`src/rtl/approx_acc_pkg.sv`:
```
`default_nettype none
// ============================================================================
// Module      : approx_acc_pkg
// Description : Shared types, constants and the accumulate/carry helper for
//               the approximate-product accumulator.
// Revision    : 1.0 - initial release
// ============================================================================
package approx_acc_pkg;

    localparam int PROD_W    = 16;
    localparam int ACC_MAX_W = 32;

    typedef enum logic [0:0] {
        ACCUM = 1'b0,
        HOLD  = 1'b1
    } acc_state_t;

    typedef struct packed {
        logic [ACC_MAX_W-1:0] sum;
        logic                 carry;
    } acc_add_t;

    // acc is expected to be below 2^acc_w; the carry is the bit at position acc_w.
    function automatic acc_add_t acc_add_f(
        input logic [ACC_MAX_W-1:0] acc,
        input logic [PROD_W-1:0]    prod,
        input logic                 sat,
        input logic [5:0]           acc_w
    );
        logic [ACC_MAX_W:0] full;
        logic [ACC_MAX_W:0] lim;
        acc_add_t           res;
        full      = {1'b0, acc} + {{(ACC_MAX_W + 1 - PROD_W){1'b0}}, prod};
        lim       = ({{ACC_MAX_W{1'b0}}, 1'b1} << acc_w) - {{ACC_MAX_W{1'b0}}, 1'b1};
        res.carry = |(full & ~lim);
        full      = full & lim;
        res.sum   = (sat && res.carry) ? lim[ACC_MAX_W-1:0] : full[ACC_MAX_W-1:0];
        return res;
    endfunction

endpackage
`default_nettype wire

```
`src/rtl/approx_prod_stage.sv`:
```
`default_nettype none
// ============================================================================
// Module      : approx_prod_stage
// Description : Registered product stage with valid/ready handshake feeding
//               the accumulator state machine.
// Revision    : 1.0 - initial release
// ============================================================================
module approx_prod_stage
    import approx_acc_pkg::*;
(
    input  logic              clk,
    input  logic              rst_n,
    input  logic              in_valid,
    input  logic [PROD_W-1:0] in_prod,
    input  logic              in_last,
    output logic              in_ready,
    input  logic              accum,
    input  logic              consume,
    output logic [PROD_W-1:0] p_q,
    output logic              p_last,
    output logic              p_valid
);

    logic [PROD_W-1:0] prod_q, prod_d;
    logic              last_q, last_d;
    logic              valid_q, valid_d;
    logic              load;

    // While accumulating the held term drains every cycle, so a new one may enter.
    assign in_ready = !valid_q | accum;
    assign load     = in_valid & in_ready;

    always_comb begin
        prod_d  = prod_q;
        last_d  = last_q;
        valid_d = valid_q;
        if (load) begin
            prod_d  = in_prod;
            last_d  = in_last;
            valid_d = 1'b1;
        end else if (consume) begin
            valid_d = 1'b0;
        end
    end

    always_ff @(posedge clk or negedge rst_n) begin
        if (!rst_n) begin
            prod_q  <= '0;
            last_q  <= 1'b0;
            valid_q <= 1'b0;
        end else begin
            prod_q  <= prod_d;
            last_q  <= last_d;
            valid_q <= valid_d;
        end
    end

    assign p_q     = prod_q;
    assign p_last  = last_q;
    assign p_valid = valid_q;

endmodule
`default_nettype wire

```
`src/rtl/approx_prod_accumulator.sv`:
```
`default_nettype none
// ============================================================================
// Module      : approx_prod_accumulator
// Description : Streams 16-bit products into a per-vector sum and emits one
//               result per vector. Define APPROX_ACC_SAT_EN to saturate the
//               sum instead of wrapping on overflow.
// Revision    : 1.0 - initial release
// ============================================================================
module approx_prod_accumulator
    import approx_acc_pkg::*;
#(
    parameter  int ACC_W   = 24,
    parameter  int MAX_LEN = 256,
    localparam int CNT_W   = $clog2(MAX_LEN + 1)
) (
    input  logic              clk,
    input  logic              rst_n,
    input  logic              in_valid,
    output logic              in_ready,
    input  logic [PROD_W-1:0] in_prod,
    input  logic              in_last,
    output logic              out_valid,
    input  logic              out_ready,
    output logic [ACC_W-1:0]  out_acc,
    output logic [CNT_W-1:0]  out_len,
    output logic              out_ovf,
    output logic              out_trunc
);

`ifdef APPROX_ACC_SAT_EN
    localparam logic SAT_EN = 1'b1;
`else
    localparam logic SAT_EN = 1'b0;
`endif

    acc_state_t           state_q, state_d;
    logic [ACC_W-1:0]     acc_q, acc_d;
    logic [CNT_W-1:0]     cnt_q, cnt_d;
    logic                 ovf_q, ovf_d;
    logic                 trunc_q, trunc_d;

    logic [PROD_W-1:0]    p_q;
    logic                 p_last;
    logic                 p_valid;
    logic                 accum;
    logic                 consume;
    logic [ACC_MAX_W-1:0] acc_ext;
    acc_add_t             add_r;
    logic                 unused_sum;

    assign accum   = (state_q == ACCUM);
    assign consume = accum & p_valid;

    approx_prod_stage u_stage (
        .clk      (clk),
        .rst_n    (rst_n),
        .in_valid (in_valid),
        .in_prod  (in_prod),
        .in_last  (in_last),
        .in_ready (in_ready),
        .accum    (accum),
        .consume  (consume),
        .p_q      (p_q),
        .p_last   (p_last),
        .p_valid  (p_valid)
    );

    always_comb begin
        acc_ext              = '0;
        acc_ext[ACC_W-1:0]   = acc_q;
        add_r                = acc_add_f(acc_ext, p_q, SAT_EN, 6'(ACC_W));
    end

    assign unused_sum = ^add_r.sum;

    always_comb begin
        state_d   = state_q;
        acc_d     = acc_q;
        cnt_d     = cnt_q;
        ovf_d     = ovf_q;
        trunc_d   = trunc_q;
        out_valid = 1'b0;
        case (state_q)
            ACCUM: begin
                if (p_valid) begin
                    acc_d = add_r.sum[ACC_W-1:0];
                    cnt_d = cnt_q + CNT_W'(1);
                    ovf_d = ovf_q | add_r.carry;
                    // An explicit last on the limit term is a normal close, not a truncation.
                    if (p_last) begin
                        state_d = HOLD;
                    end else if (cnt_q == CNT_W'(MAX_LEN - 1)) begin
                        state_d = HOLD;
                        trunc_d = 1'b1;
                    end
                end
            end
            HOLD: begin
                out_valid = 1'b1;
                if (out_ready) begin
                    acc_d   = '0;
                    cnt_d   = '0;
                    ovf_d   = 1'b0;
                    trunc_d = 1'b0;
                    state_d = ACCUM;
                end
            end
            default: state_d = ACCUM;
        endcase
    end

    always_ff @(posedge clk or negedge rst_n) begin
        if (!rst_n) begin
            state_q <= ACCUM;
            acc_q   <= '0;
            cnt_q   <= '0;
            ovf_q   <= 1'b0;
            trunc_q <= 1'b0;
        end else begin
            state_q <= state_d;
            acc_q   <= acc_d;
            cnt_q   <= cnt_d;
            ovf_q   <= ovf_d;
            trunc_q <= trunc_d;
        end
    end

    assign out_acc   = acc_q;
    assign out_len   = cnt_q;
    assign out_ovf   = ovf_q;
    assign out_trunc = trunc_q;

endmodule
`default_nettype wire

```
`config.mk`:
```
export PLATFORM = sky130hd
export DESIGN_NAME = approx_prod_accumulator
export DESIGN_NICKNAME = d
export VERILOG_FILES = /design/src/rtl/approx_acc_pkg.sv /design/src/rtl/approx_prod_stage.sv /design/src/rtl/approx_prod_accumulator.sv
export SDC_FILE = /design/constraint.sdc
export NUM_CORES = 1
export LEC_CHECK = 0
export ABC_AREA = 1
export CAP_MARGIN = 10
export CORE_MARGIN = 1
export CORE_UTILIZATION = 55
export CTS_BUF_LIST = sky130_fd_sc_hd__clkbuf_8
export CTS_CLUSTER_SIZE = 8
export DETAILED_ROUTE_END_ITERATION = 6
export PLACE_DENSITY = 0.82
export SLEW_MARGIN = 20
export SYNTH_ARGS = -nofsm -noshare
export SYNTH_HDL_FRONTEND = slang
export SYNTH_SLANG_ARGS = --single-unit
```
`constraint.sdc`:
```
create_clock -name clk -period 2.4 [get_ports clk]
set_clock_uncertainty 0.15 [all_clocks]
set_input_delay 0.24 -clock clk [delete_from_list [all_inputs] [get_ports clk]]
set_output_delay 0.24 -clock clk [all_outputs]
set_load 0.02 [all_outputs]
```
==> results.toml <==
[run_status]
outcome = "completed"

[synth]
seq_area_frac_synth_pct = 39.1
synth_area_leaders = "dfrtp_1, nand2_1, ha_1"
synth_area_mm2 = 0.00346
yosys.area.top_type = "dfrtp_1"
ys_ff_latch = 54
avgSynthCellArea_um2 = 7.55
syn-num-nets = 498
ys.warnings.count = 0
synth_cell_types = 32
synth_top_area_share_pct = 39.1
synth_cells = 458

[clocking]
cts.path.max_buffers = 2
htreeDepth = 2
cts_setup_buffers = 0
clkTransAtPathRegs_ns = 0.10
cts-resized-gates = 0
clk_latency_ns = 0.31
numCtsBuffers = 5
cts_tree = "yes"
cts_root_buf = "clkbuf_8"
cts.sinks = 54

[global_route]
grt_overflow = 0
grt_max_degree = 22
grt_pass1_wl_um = 14000
grt_pass1_vias = 3140
antenna_found_initial = 0
grt_util_all_layers_pct = 27.6

[worst_setup_path]
crit_end = "out_acc[20]"
cp.required_ns = 2.47
r2r_cells = 12
path_delay_family = "simple AND/OR/NAND/NOR gates"
cp_num_cells = 12
path_cells = "ha_1, fa_1, nand2_1, nand3_1, nand3_1, nand2_2, nand2_2, nand3_2, nand3_1, nand2_1, nand2_1, inv_1"
slowest_stage = "fa_1"
arrival_ns = 2.29
crit_path_start = "out_acc[0]"
cp_max_fo = 5
worst_setup_path_end_kind = "flip-flop"
critPathKind = "flip-flop to flip-flop"
cp-start-kind = "flip-flop"
path_buf_inv = 1
r2r_start = "out_acc[0]"
timing.rr.end = "out_acc[20]"
ff2ff_setup_slack_ns = 0.18
max_stage_delay_ns = 0.44

[route]
drc = 0
routedWlPerCell_um = 13.9
vias = 3170
drtIter0Drc = 214
drt_wl_total_um = 8310
ant_nets = 0
viasPerCell = 5.28
drt_pass1_iterations = 4

[pwr]
p_total_w = 0.00554
vdd_drop_max_mv = 0.716
p_per_area_mw_per_mm2 = 1300
cellLeakagePower_nw = 2.15

[placed_design]
post-dp-hpwl_um = 6370
numPortBuffers = 57
place_congestion = 0.908

[floorplanning]
ios = 58
die_height_um = 81.3
num_rows = 28
die_width_um = 81.3
start_util_pct = 57.7
core_region_area_mm2 = 0.00599
die-area_mm2 = 0.00661

[sta]
final.period_utilization_pct = 92.5
max_freq_ghz = 0.451
relSlewSlack_pct = 67.3
hold_violations = 0
tns_ns = 0
fin_hold_ws_ns = 0.220
period_minus_slack_ns = 2.22
drv_slew = 0
grt_setup_unrepaired = "no"
worstMarginPinSlew_ns = 0.489
setup_viol = 0

[cells_and_area]
final_core_util_pct = 71.1
fin_nets = 564
drive_above_1_share_pct = 14.9
final_common_cell = "nand2_1"
final_cell_mix = "nand2_1, clkdlybuf4s50_1, dfrtp_1, inv_1, nor2_1"
syn2layout_area_growth_pct = 23.2
num-fill-cells = 532
diodes = 0

[job]
cap_violations = 0

[worst_hold_path]
hold_class = "input pin to async pin"
cell families after synthesis:
family                     after synthesis  synth area share [%]
buffers and inverters                   67                  7.56
AOI/OAI and AO/OA                       54                  8.90
adders and majority gates               19                  7.09
muxes                                   16                  5.21
DFF                                     54                  39.1
and+or+nand+nor                        248                  32.2
flip-flops by register name (all words and copies together), names as in the netlist:
register	count
out_trunc	1
u_stage.p_valid	1
out_acc	24
out_len	9
u_stage.p_q	16
state_q	1
u_stage.p_last	1
out_ovf	1
how the worst min path moves through the flow:
| stage | endpoint | depth (start not counted) | start |
|---|---|---|---|
| after floorplan | out_acc[0] | 0 | rst_n |
| after global placement | u_stage.p_q[3] | 1 | rst_n |
| after detailed placement | u_stage.p_q[3] | 1 | rst_n |
| after CTS | u_stage.p_q[13] | 2 | rst_n |
| after global routing | u_stage.p_q[2] | 2 | rst_n |
| final | u_stage.p_q[3] | 2 | rst_n |
routing by layer:
| layer | up-vias | track usage, % | wire, µm |
|---|---|---|---|
| met1 | 1492 | 37.6 | 3970 |
| met2 | 75 | 44.8 | 3890 |
| met5 | - | 0 | 0 |
| met3 | 10 | 4.83 | 367 |
| li1 | 1593 | - | - |
| met4 | 0 | 7.32 | 83 |
cell usage after synthesis (all sizes together):
library cell    n
ha             18
and2            1
clkbuf          1
nand4           2
or2             1
nand3b          2
nand3          33
fa              1
nand2         156
a21oi          24
dfrtp          54
a22o            5
inv            60
a31oi           1
o22ai           2
mux2           16
buf             6
o21ai          22
nor3            8
nor2           44
nor4            1
per-stage QoR:
step / area, µm² / setup WS (ns) / instances
2_1_floorplan: 3460 / 0.331 / 458
3_3_place_gp: 4140 / 0.315 / 591
3_5_place_dp: 4140 / 0.195 / 591
4_1_cts: 4260 / 0.194 / 600
5_1_grt: 4260 / 0.0443 / 600
6_report: 4260 / 0.181 / 600
final cells by class:
| cell class | instances | area [µm²] | share of cell area (%) |
|---|---|---|---|
| multi-input cells | 337 | 1850 | 43.3 |
| flip-flops and latches | 54 | 1350 | 31.7 |
| clock inverters | 3 | 40.0 | 0.940 |
| well taps | 75 | 93.8 | 2.20 |
| inverters | 60 | 225 | 5.29 |
| clock buffers | 5 | 68.8 | 1.62 |
| repair buffers | 66 | 636 | 14.9 |
repair_timing:
item	4_1_cts	5_1_grt
hold buffers	1	0
setup endpoints to repair	0	0
hold endpoints to repair	17	0
report_power, final:
group	leakage [nW]	switching [W]	internal, W	total [W]
clock	0.0579	0.000313	0.000308	0.000621
combinational	1.40	0.00213	0.00129	0.00343
sequential	0.686	0.000270	0.00122	0.00149
total	2.15	0.00272	0.00283	0.00554
No activity file was read; power rests on OpenSTA's default activity.
